<file path="src/rtl/bus_fabric.sv">
// bus_fabric: registered address-decoding interconnect with error and timeout completion
module bus_fabric #(
  parameter int N_SLAVES = 4,
  parameter int SEL_LSB  = 28,
  parameter int TIMEOUT  = 16
) (
  input  logic                     clk,
  input  logic                     rst_n,
  input  logic                     proc_rd_en_i,
  input  logic                     proc_wr_en_i,
  input  logic [31:0]              proc_addr_i,
  input  logic [31:0]              proc_data_i,
  output logic [31:0]              proc_data_o,
  output logic                     proc_ack_o,
  output logic                     proc_err_o,
  output logic [N_SLAVES-1:0]      slv_rd_en_o,
  output logic [N_SLAVES-1:0]      slv_wr_en_o,
  output logic [31:0]              slv_addr_o,
  output logic [31:0]              slv_data_o,
  input  logic [32*N_SLAVES-1:0]   slv_data_i,
  input  logic [N_SLAVES-1:0]      slv_ack_i,
  output logic [7:0]               err_count_o
);
  typedef enum logic [1:0] {IDLE, ACCESS, RESP} state_e;
  localparam int TW = $clog2(TIMEOUT);
  state_e            state_q, state_d;
  logic [31:0]       addr_q, addr_d, wdata_q, wdata_d, data_q, data_d, sel_data;
  logic              wr_q, wr_d, err_q, err_d, sel_ack;
  logic [3:0]        idx_q, idx_d, idx_new;
  logic [TW-1:0]     timer_q, timer_d;
  logic [7:0]        cnt_q, cnt_d;
  logic [N_SLAVES-1:0] onehot;
  logic              bad_req;
  assign idx_new = proc_addr_i[SEL_LSB+3:SEL_LSB];
  assign bad_req = (proc_rd_en_i & proc_wr_en_i) | ({28'd0, idx_new} >= 32'(N_SLAVES));
  // select the addressed slave's ack and read data from the latched index
  always_comb begin
    onehot   = '0;
    sel_ack  = 1'b0;
    sel_data = '0;
    for (int k = 0; k < N_SLAVES; k++)
      if (idx_q == 4'(k)) begin
        onehot[k] = 1'b1;
        sel_ack   = slv_ack_i[k];
        sel_data  = slv_data_i[32*k +: 32];
      end
  end
  // next-state and datapath updates for the IDLE/ACCESS/RESP transaction flow
  always_comb begin
    state_d = state_q;
    addr_d  = addr_q;
    wdata_d = wdata_q;
    wr_d    = wr_q;
    idx_d   = idx_q;
    timer_d = timer_q;
    err_d   = err_q;
    data_d  = data_q;
    cnt_d   = cnt_q;
    case (state_q)
      IDLE: if (proc_rd_en_i | proc_wr_en_i) begin
        addr_d  = proc_addr_i;
        wdata_d = proc_data_i;
        wr_d    = proc_wr_en_i;
        idx_d   = idx_new;
        timer_d = '0;
        err_d   = bad_req;
        state_d = bad_req ? RESP : ACCESS;
        data_d  = bad_req ? 32'd0 : data_q;
      end
      ACCESS: if (sel_ack) begin
        state_d = RESP;
        err_d   = 1'b0;
        data_d  = wr_q ? 32'd0 : sel_data;
      end else if (timer_q == TW'(TIMEOUT-1)) begin
        state_d = RESP;
        err_d   = 1'b1;
        data_d  = 32'd0;
      end else begin
        timer_d = timer_q + 1'b1;
      end
      RESP: begin
        state_d = IDLE;
        cnt_d   = (err_q && cnt_q != 8'd255) ? cnt_q + 8'd1 : cnt_q;
      end
      default: state_d = IDLE;
    endcase
  end
  // state and datapath registers, cleared asynchronously so strobes drop at once
  always_ff @(posedge clk or negedge rst_n) begin
    if (!rst_n) begin
      state_q <= IDLE;
      addr_q  <= '0;
      wdata_q <= '0;
      wr_q    <= 1'b0;
      idx_q   <= '0;
      timer_q <= '0;
      err_q   <= 1'b0;
      data_q  <= '0;
      cnt_q   <= '0;
    end else begin
      state_q <= state_d;
      addr_q  <= addr_d;
      wdata_q <= wdata_d;
      wr_q    <= wr_d;
      idx_q   <= idx_d;
      timer_q <= timer_d;
      err_q   <= err_d;
      data_q  <= data_d;
      cnt_q   <= cnt_d;
    end
  end
  assign slv_rd_en_o = (state_q == ACCESS && !wr_q) ? onehot : '0;
  assign slv_wr_en_o = (state_q == ACCESS &&  wr_q) ? onehot : '0;
  assign slv_addr_o  = addr_q;
  assign slv_data_o  = wdata_q;
  assign proc_data_o = data_q;
  assign proc_ack_o  = state_q == RESP;
  assign proc_err_o  = state_q == RESP && err_q;
  assign err_count_o = cnt_q;
endmodule
</file>
<file path="config.mk">
export PLATFORM = sky130hd
export DESIGN_NAME = bus_fabric
export DESIGN_NICKNAME = d
export VERILOG_FILES = /design/src/rtl/bus_fabric.sv
export SDC_FILE = /design/constraint.sdc
export NUM_CORES = 1
export LEC_CHECK = 0
export CAP_MARGIN = 20
export CORE_MARGIN = 3
export CORE_UTILIZATION = 35
export CTS_CLUSTER_DIAMETER = 40
export CTS_CLUSTER_SIZE = 24
export DETAILED_ROUTE_END_ITERATION = 6
export GPL_TIMING_DRIVEN = 0
export PLACE_DENSITY = 0.87
export RECOVER_POWER = 25
export SLEW_MARGIN = 20
export SYNTH_ARGS = -nofsm -noshare
export SYNTH_HDL_FRONTEND = slang
export SYNTH_SLANG_ARGS = --single-unit
export TNS_END_PERCENT = 30
</file>
<file path="constraint.sdc">
create_clock -name clk -period 1.8 [get_ports clk]
set_clock_uncertainty 0.05 [all_clocks]
set_input_delay 0.36 -clock clk [delete_from_list [all_inputs] [get_ports clk]]
set_output_delay 0.36 -clock clk [all_outputs]
set_load 0.03 [all_outputs]
</file>
Yosys cells after proc, flatten, opt, wreduce, memory -nomap -nowiden
Cells that the tools add are included.
{"block": "word_totals", "regBits": 116, "in_bits": 200, "output_inout_bits": 114}
{"block": "op_classes", "bitwise": 3, "add_sub_neg": 2, "n_eq_ne": 12, "magnitude_cmp": 1, "mux": 33, "reduce_logical": 14}
{"cell": "32-bit 2-to-1 mux", "n": 9}
{"cell": "32-bit one-hot mux with 2 select lines", "n": 1}
{"cell": "4-bit 2-to-1 mux", "n": 5}
{"cell": "1-bit 2-to-1 mux", "n": 11}
{"cell": "8-bit by 1-bit adder with 8-bit output (second input constant)", "n": 1}
{"cell": "4-bit by 2-bit equality test with 1-bit output (second input constant)", "n": 2}
{"cell": "2-bit 2-to-1 mux", "n": 4}
{"cell": "2-bit inequality test (second input constant)", "n": 4}
{"cell": "8-bit inequality test (second input constant)", "n": 1}
{"cell": "4-bit one-hot mux with 2 select lines", "n": 1}
{"cell": "4-bit AND reduction", "n": 2}
{"cell": "2-bit AND reduction", "n": 3}
{"cell": "4-bit by 1-bit adder with 4-bit output (second input constant)", "n": 1}
{"cell": "4-bit by 1-bit equality test with 1-bit output (second input constant)", "n": 1}
{"cell": "4-bit equality test (second input constant)", "n": 1}
{"cell": "4-bit by 3-bit >= comparator with 1-bit output (second input constant)", "n": 1}
{"cell": "1-bit logical AND", "n": 4}
{"cell": "4-bit zero test", "n": 1}
{"cell": "2-bit one-hot mux with 2 select lines", "n": 1}
{"cell": "3-bit inequality test (second input constant)", "n": 1}
{"cell": "3-bit AND reduction", "n": 1}
{"cell": "2-bit by 1-bit equality test with 1-bit output (second input constant)", "n": 1}
{"cell": "2-bit equality test (second input constant)", "n": 1}
{"cell": "2-bit zero test", "n": 1}
{"cell": "5 further kinds", "n": 6}

Logic depth before layout (Yosys ltp)
Gate-level depths: netlist of the first run.
{"block": "depth", "word_depth": 8, "ltp_mapped": 7, "mapped_depth_nobuf": 5}

Worst setup path before layout of the first run
Ideal clock, no wire load.
{"block": "synth_path", "path_kind": "register to output", "startpoint": "register slv_addr_o[31] (netlist name)", "endpoint": "output port slv_rd_en_o[2]", "path_stages_with_launch": 5, "path_buffers": 2, "path_slack_ns": -0.837, "arrival_time_ns": 2.227, "cell_sequence": "dfrtp_1 or3b_1 buf_2 clkbuf_1 nor4_1"}
{"element": "end, declared", "line": "16", "source": "output logic [N_SLAVES-1:0] slv_rd_en_o,"}

==> results of run 1 <==
[state kept, by name, indices dropped and copies added (netlist names)]
signal and flops:
slv_addr_o 32, wr_q 1, proc_data_o 32, timer_q 4
err_count_o 8, state_q 2, err_q 1, slv_data_o 32
[worst max-delay path by stage]
| stage | cells past startpoint | slack (ps) | endpoint | from |
|---|---|---|---|---|
| 2_1_floorplan | 4 | -140 | slv_rd_en_o[2] | slv_addr_o[30]$_DFFE_PN0P_ |
| 3_3_place_gp | 1 | -4500 | slv_addr_o[31]$_DFFE_PN0P_ | rst_n |
| 3_5_place_dp | 6 | -670 | slv_rd_en_o[1] | state_q[1]$_DFFE_PN0P_ |
| 4_1_cts | 5 | -380 | slv_wr_en_o[2] | slv_addr_o[31]$_DFFE_PN0P_ |
| 5_1_grt | 5 | -440 | slv_rd_en_o[2] | slv_addr_o[31]$_DFFE_PN0P_ |
| 6_report | 5 | -370 | slv_wr_en_o[2] | slv_addr_o[31]$_DFFE_PN0P_ |
[per-layer routing]
layer | global-route usage, % | vias up
li1 | - | 2566
met1 | 23.4 | 2587
met2 | 39.2 | 268
met3 | 6.63 | 50
met4 | 10.6 | 0
met5 | 0 | -
[worst reg2reg max path: cells and delay by family, from the launching register on]
kind / cells / cell delay [ps]
AO/OA/AOI/OAI: 2 / 370
buffers and inverters: 4 / 570
flip-flops: 1 / 420
AND/OR/NAND/NOR: 2 / 550
[per-stage QoR]
stage | total power [mW] | util (%) | TNS, ps | setup WS, ps | area, um^2
2_1_floorplan | 9.07 | - | -2050 | -141 | 5650
3_5_place_dp | 12.4 | 60.7 | -28710 | -669 | 9020
3_3_place_gp | 12.2 | 60.5 | -484340 | -4500 | 8990
5_1_grt | 15.2 | 64.3 | -22080 | -436 | 9560
6_report | 14.3 | 64.3 | -11320 | -372 | 9560
4_1_cts | 14.2 | 63.2 | -10430 | -379 | 9390
[power by group through the flow]
stage          Sequential [mW]  Clock, mW  Combinational (mW)
6_report                  4.01       1.94                8.39
5_1_grt                   4.15       2.08                8.98
4_1_cts                   4.04       2.00                8.17
3_5_place_dp              4.05          0                8.34
3_3_place_gp              4.00          0                8.24
2_1_floorplan             5.66          0                3.41
[what timing repair did]
| item | 4_1_cts | 5_1_grt |
|---|---|---|
| resized for setup | 175 | 44 |
| setup endpoints to repair | 196 | 91 |
| pin swaps | 8 | 9 |
| cloned | 2 | 2 |
| buffers inserted | 11 | 4 |
| hold buffers | 1 | 0 |
| hold endpoints to repair | 38 | 0 |
[layout make-up]
type,count,area [um^2]
clock inverters,6,43.8
multi-input cells,392,2660
repair buffers,331,3280
clock buffers,10,239
well taps,184,230
plain buffers,37,283
flip-flops and latches,112,2810
inverters,4,15.0
fillers,1204,5300
[kinds of logic (layout without fill, tap and decap cells)]
logic type / after synthesis / count (layout)
compound gates: 81 / 82
xor+xnor: 8 / 8
fa+ha+maj: 2 / 2
buf+inv: 43 / 388
flops: 112 / 112
mux: 66 / 66
simple gates: 234 / 234
[cell usage in the layout, fill, tap and decap left out, drive strengths merged, types with 5 or more instances in the layout]
master,n
dlygate4sd2,86
inv,5
nor2,9
nand3,5
dlymetal6s2s,18
mux2i,7
o2bb2ai,29
mux2,59
nand2,201
dfrtp,112
xnor2,5
nor3,5
buf,43
clkdlybuf4s50,196
clkbuf,33
o22ai,32
==> reports/summary.txt, run 1 <==
RUN STATUS
------------------------------------------------------------------------------------------
Outcome ..................................................................... complete, but fails checks
Failing checks .............................................................. negative setup slack

POWER
------------------------------------------------------------------------------------------
Sequential group share of total power .......................................        28.0%
Worst vdd rail ir drop ......................................................   0.000978 V
Internal ....................................................................      7.82 mW
Proportion of power drawn by combinational gates ............................        58.5%
Pleak .......................................................................      4.67 nW
Fraction of power consumed by the clock network .............................        13.6%
Net switching share of the total power ......................................        45.5%
Switching pwr ...............................................................      6.52 mW
Pwr/cell area ............................................................... 1500 nW/um^2

CELLS AND AREA
------------------------------------------------------------------------------------------
Ratio of cells with drive above 1 in the final layout .......................        19.1%
Area added between synthesis and finish .....................................        75.3%
Number of diodes added for antenna fixing ...................................            0
Final layout net count ......................................................         1089
Post-route insts no fill ....................................................         1076

DETAILED ROUTING
------------------------------------------------------------------------------------------
Wire length on met3 .........................................................      1980 um
Detailed-route via count ....................................................         5471
Initial DRC Count ...........................................................          176
Remaining antenna violation count ...........................................            0
Via-to-Cell Ratio ...........................................................         5.08
Number of remaining DRC errors ..............................................            0
Average wire length per cell after detail routing ...........................      18.6 um
Routed Wire Length ..........................................................     20000 um
Uppermost routed layer ......................................................         met4
Total routed wire length on the met1 layer ..................................      7070 um
Router iterations before antenna repair .....................................            4
Detail Route met2 WL ........................................................     10200 um

FLOORPLANNING
------------------------------------------------------------------------------------------
Boundary Pins ...............................................................          314
Effective utilization at floorplan ..........................................        36.7%
Number of core rows .........................................................           44
Width of the chip ...........................................................       131 um
DIE AREA ....................................................................   17100 um^2
Core outline area ...........................................................   14900 um^2
Y dimension of the die ......................................................       131 um

PLACEMENT
------------------------------------------------------------------------------------------
Placed cell count ...........................................................         1042
Final weighted congestion in routability-driven placement ...................        0.898
HPWL after detailed placement ...............................................     15300 um
Count of port buffers added during placement ................................          311

WORST HOLD PATH
------------------------------------------------------------------------------------------
Hold Crit Class .............................................................       in2reg
Cells on Worst Hold Path ....................................................            3
Hold Path Sink .............................................................. wr_q$_DFFE_PN0P_
Beginning of the worst hold path ............................................ proc_rd_en_i

CLOCK TREE
------------------------------------------------------------------------------------------
Root Buffer .................................................................    clkbuf_16
Maximum count of clock buffers along a single path ..........................            2
TritonCTS clock tree ........................................................          yes
Worst-skew pair later-pin latency ...........................................       350 ps
Clock buffer count from CTS .................................................            9
Clock sink count ............................................................          112
Clock-pin slew on the worst setup and hold paths ............................        70 ps
Clock H-tree levels .........................................................            3

GLOBAL ROUTING
------------------------------------------------------------------------------------------
Overall overflow remaining after global route ...............................            0
Maximum number of pins on one net before global-route repair ................           75
Wire length of the first global-routing pass ................................     28700 um
Number of global-route vias before repair ...................................         5549
Antenna violations before repair ............................................            0
Total GRT Usage .............................................................        21.9%

TIMING
------------------------------------------------------------------------------------------
Post-route worst setup slack ................................................      -372 ps
Setup-failing EPs final .....................................................           47
Shortest clock period the worst path allows after layout ....................      2170 ps
Count of pins over their slew limit .........................................            0
Max-slew headroom at the worst pin ..........................................        29.6%
Slew at the pin closest to its max-slew limit ...............................      1060 ps
Maximum frequency from static timing analysis ...............................      460 MHz
Fin crit share ..............................................................         121%
Final hold viol count .......................................................            0
Hold slack ..................................................................       364 ps
Setup repair after global routing missed its margin .........................         true

SYNTH
------------------------------------------------------------------------------------------
Number of nets produced by synthesis ........................................          748
Post-synthesis mux area share ...............................................        13.5%
Simple-gate share of the synthesized area ...................................        17.3%
Combinational family with the most area after synthesis ..................... simple AND/OR/NAND/NOR gates
Post-synthesis cell type count ..............................................           46
Number of synthesized flops with an enable pin ..............................            0
Gate Count Post-Synth .......................................................          546
Most common cell in the netlist .............................................      nand2_1
Average footprint of a synthesized cell .....................................    9.99 um^2
Share of the synthesized area in the top cell type ..........................        51.4%
Xor and xnor fraction of the mapped netlist area ............................        1.28%
Share of synthesized cell area in full adder, half adder and majority cells .       0.459%
Commonest cells in the synthesized netlist .................................. 200 x nand2_1, 112 x dfrtp_1, 59 x mux2_2
Sequential fraction of the synthesis area ...................................        51.4%
Post-synthesis compound-gate area fraction ..................................        12.7%
Synthesized area ............................................................    5450 um^2
Fraction of registers with async set or reset after synthesis ...............         100%
Warning count from the yosys run ............................................            0
Leading area contributor after synthesis ....................................      dfrtp_1
Synth Register Bits .........................................................          112
Primary flip-flop cell chosen by synthesis mapping ..........................      dfrtp_1
Top post-synthesis cells by area ............................................ dfrtp_1 51%, nand2_1 14%, mux2_2 12%

WORST SETUP PATH
------------------------------------------------------------------------------------------
Most repeated library cell on the critical path .............................        buf_6
Critical path's largest stage delay .........................................       420 ps
Buffers & Inverters on Critical Path ........................................            3
Arrival time at the worst endpoint ..........................................      1760 ps
Worst EP required ...........................................................      1390 ps
Slowest cell on the critical path ...........................................      dfrtp_2
Worst R2R Start ............................................................. slv_addr_o[31]$_DFFE_PN0P_
Depth of the worst register-to-register path ................................            8
Worst Path Max Fanout .......................................................            5
Worst Path Class, Setup .....................................................      reg2out
Critical path launch point type .............................................         flop
Family of cells with the greatest summed delay on the critical path ......... simple AND/OR/NAND/NOR gates
Sequence of cells on the critical path ...................................... or3b_1, buf_6, clkbuf_16, nor3_4, buf_6
Worst R2R Setup Slack .......................................................      -270 ps
Reg-to-reg endpoint ......................................................... state_q[0]$_DFFE_PN0P_
Worst setup EP type .........................................................  output port

FLOW RUN
------------------------------------------------------------------------------------------
Number of maximum-capacitance violations ....................................            0

Note: power is estimated with default switching activity, not from simulation.
==> run 2: changes to the inputs <==
--- a/config.mk
+++ b/config.mk
@@ -6,13 +6,13 @@
 export NUM_CORES = 1
 export LEC_CHECK = 0
 export CAP_MARGIN = 20
-export CORE_MARGIN = 3
-export CORE_UTILIZATION = 35
+export CORE_AREA = 3 3 122 124
 export CTS_CLUSTER_DIAMETER = 40
 export CTS_CLUSTER_SIZE = 24
 export DETAILED_ROUTE_END_ITERATION = 6
+export DIE_AREA = 0 0 125 127
 export GPL_TIMING_DRIVEN = 0
-export PLACE_DENSITY = 0.87
+export PLACE_DENSITY = 0.91
 export RECOVER_POWER = 25
 export SLEW_MARGIN = 20
 export SYNTH_ARGS = -nofsm -noshare
==> constraint.sdc (replaced) <==
create_clock -name clk -period 2.8 [get_ports clk]
set_clock_uncertainty 0.05 [all_clocks]
set_input_delay 0.56 -clock clk [delete_from_list [all_inputs] [get_ports clk]]
set_output_delay 0.56 -clock clk [all_outputs]
set_load 0.03 [all_outputs]
==> run 2 against run 1 <==
Compared with the run above: the run now ends clean; combinational power is 39% lower; utilization up 0.96 points; register-to-register slack better by 700 ps; global-route usage increased by 1.7 points; flip-flop and latch count stayed put; first-iteration DRC count rose by 24%; non-clock buffer count fell by 20; cell count is 2.0% lower; wire length shrank 4.0%; final area fell by 5.2%; clock-buffer cell count stayed put; setup slack gained 480 ps.
==> reports/summary.txt, run 2 (same netlist as run 1, synthesis figures left out) <==
GLOBAL ROUTING
----------------------------------------------------------------------------------
Total GRT Usage .....................................................        23.6%
Number of global-route vias before repair ...........................         5598
Maximum number of pins on one net before global-route repair ........           60
Wire length of the first global-routing pass ........................     29700 um
Overall overflow remaining after global route .......................            0
Antenna violations before repair ....................................            2

CLOCK TREE
----------------------------------------------------------------------------------
TritonCTS clock tree ................................................          yes
Clock H-tree levels .................................................            3
Clock buffer count from CTS .........................................            9
Root Buffer .........................................................    clkbuf_16
Worst-skew pair later-pin latency ...................................       350 ps
Clock-pin slew on the worst setup and hold paths ....................        80 ps
Post-cts repair resize count ........................................           16
Clock sink count ....................................................          112
Setup Buffers After CTS .............................................            0
Maximum count of clock buffers along a single path ..................            2
Hold-fix buffers, CTS ...............................................            0

DETAILED ROUTING
----------------------------------------------------------------------------------
Via-to-Cell Ratio ...................................................         5.07
Initial DRC Count ...................................................          219
Average wire length per cell after detail routing ...................      18.2 um
Router iterations before antenna repair .............................            4
Remaining antenna violation count ...................................            0
Detailed-route via count ............................................         5344
Number of remaining DRC errors ......................................            0
Routed Wire Length ..................................................     19200 um

PLACEMENT
----------------------------------------------------------------------------------
Placed cell count ...................................................         1038
HPWL after detailed placement .......................................     15200 um
Worst slack, placed .................................................      -429 ps
Count of port buffers added during placement ........................          311
Final weighted congestion in routability-driven placement ...........        0.863
Total cell area at the placement stage ..............................    8830 um^2

TIMING
----------------------------------------------------------------------------------
Final hold viol count ...............................................            0
Setup tns final .....................................................         0 ps
Slew at the pin closest to its max-slew limit .......................      1350 ps
Fin crit share ......................................................        96.1%
Setup repair after global routing missed its margin .................        false
Post-route worst setup slack ........................................       110 ps
Maximum frequency from static timing analysis .......................      372 MHz
Shortest clock period the worst path allows after layout ............      2690 ps
Max-slew headroom at the worst pin ..................................        9.86%
Setup-failing EPs final .............................................            0
Count of pins over their slew limit .................................            0

WORST SETUP PATH
----------------------------------------------------------------------------------
Slowest cell on the critical path ...................................        or3_1
Worst EP required ...................................................      2190 ps
Worst Path Class, Setup .............................................      reg2out
Arrival time at the worst endpoint ..................................      2080 ps
Critical path's largest stage delay .................................       480 ps
Worst setup EP type .................................................  output port
Critical path launch point type .....................................         flop
Family of cells with the greatest summed delay on the critical path . simple AND/OR/NAND/NOR gates
Worst Path Max Fanout ...............................................           10
Sequence of cells on the critical path .............................. buf_2, or3_1, nor4_1, dlygate4sd1_1
Buffers & Inverters on Critical Path ................................            2

POWER
----------------------------------------------------------------------------------
Internal ............................................................      4.91 mW
Pleak ...............................................................      3.94 nW
Net switching share of the total power ..............................        44.9%
Sequential group share of total power ...............................        28.7%
Proportion of power drawn by combinational gates ....................        57.7%
Pwr Total ...........................................................      8.91 mW
Fraction of power consumed by the clock network .....................        13.7%
Pwr/cell area .......................................................  983 nW/um^2
Switching pwr .......................................................      4.00 mW
Worst vdd rail ir drop ..............................................   0.000684 V

CELLS AND AREA
----------------------------------------------------------------------------------
Ratio of cells with drive above 1 in the final layout ...............        11.8%
Post-route insts no fill ............................................         1054
Final layout net count ..............................................         1068
Most used cells in the layout excluding fill and tap cells .......... 302 x clkdlybuf4s50_1, 200 x nand2_1, 112 x dfrtp_1
Final cell area excluding filler cells ..............................    9060 um^2
Area added between synthesis and finish .............................        66.2%
Most common cell after layout, fill and taps aside .................. clkdlybuf4s50_1

FLOORPLANNING
----------------------------------------------------------------------------------
Core outline area ...................................................   13900 um^2
Boundary Pins .......................................................          314
Number of core rows .................................................           43
Y dimension of the die ..............................................       127 um
Effective utilization at floorplan ..................................        39.3%
DIE AREA ............................................................   15900 um^2
Width of the chip ...................................................       125 um

WORST HOLD PATH
----------------------------------------------------------------------------------
Hold Crit Class .....................................................      reg2reg

FLOW RUN
----------------------------------------------------------------------------------
Number of maximum-capacitance violations ............................            0

RUN STATUS
----------------------------------------------------------------------------------
Outcome ............................................................. complete, no violations

[run 2: cell count changes in the layout (fill, tap and decap cells not counted), moves of 9 or more]
cell | before | now
dlygate4sd2_1 | 86 | 3
clkbuf_1 | 12 | 21
buf_4 | 10 | 1
dlymetal6s2s_1 | 18 | 0
buf_6 | 20 | 2
clkdlybuf4s50_1 | 196 | 302
[run 2: worst paths after layout]
kind / startpoint / slack [ps] / endpoint / cells after the start
hold reg to reg: slv_data_o[20]$_DFFE_PN0P_ / 420 / slv_data_o[20]$_DFFE_PN0P_ / 2
setup / recovery: slv_addr_o[29]$_DFFE_PN0P_ / 110 / slv_rd_en_o[0] / 4
hold / removal: slv_data_o[20]$_DFFE_PN0P_ / 420 / slv_data_o[20]$_DFFE_PN0P_ / 2
max in group asynchronous: rst_n / 610 / proc_data_o[13]$_DFFE_PN0P_ / 2
min in group asynchronous: rst_n / 460 / err_count_o[5]$_DFFE_PN0P_ / 1
setup reg to reg: slv_addr_o[28]$_DFFE_PN0P_ / 430 / proc_data_o[16]$_DFFE_PN0P_ / 6
[run 2: through the flow]
stage / hold slack (ps) / utilization [%]
finish: 424 / 65.3
global route: 452 / 65.3
CTS: 118 / 65.5
detailed placement: 412 / 63.6
global placement: 406 / 63.4
floorplan: 214 / -
[run 2: power groups by stage]
stage | logic [mW] | registers [mW] | clock network [mW]
3_5_place_dp | 5.21 | 2.58 | 0
5_1_grt | 5.51 | 2.63 | 1.31
6_report | 5.14 | 2.55 | 1.22
4_1_cts | 5.20 | 2.56 | 1.25
3_3_place_gp | 5.11 | 2.56 | 0
2_1_floorplan | 2.00 | 3.62 | 0
[run 2: layer usage]
metal	share of wire (%)	global-route usage [%]	vias up
met5	0	0	-
met4	3.3	9.95	0
met3	8.1	6.61	35
met2	51	42.6	256
met1	37	26.3	2528
li1	-	-	2525
[run 2: area by class of cell]
class,instances,area (um^2)
repair buffers,312,3110
multi-input cells,391,2470
flip-flops and latches,112,2800
clock inverters,6,43.8
diodes,3,7.51
clock buffers,10,229
fillers,1077,4820
well taps,180,225
inverters,4,15.0
plain buffers,36,161
[run 2: tightest hold or removal path: stages, from the launching register on]
cell and delay (ps):
dfrtp_1 340, nand2_1 50, nand2_1 50
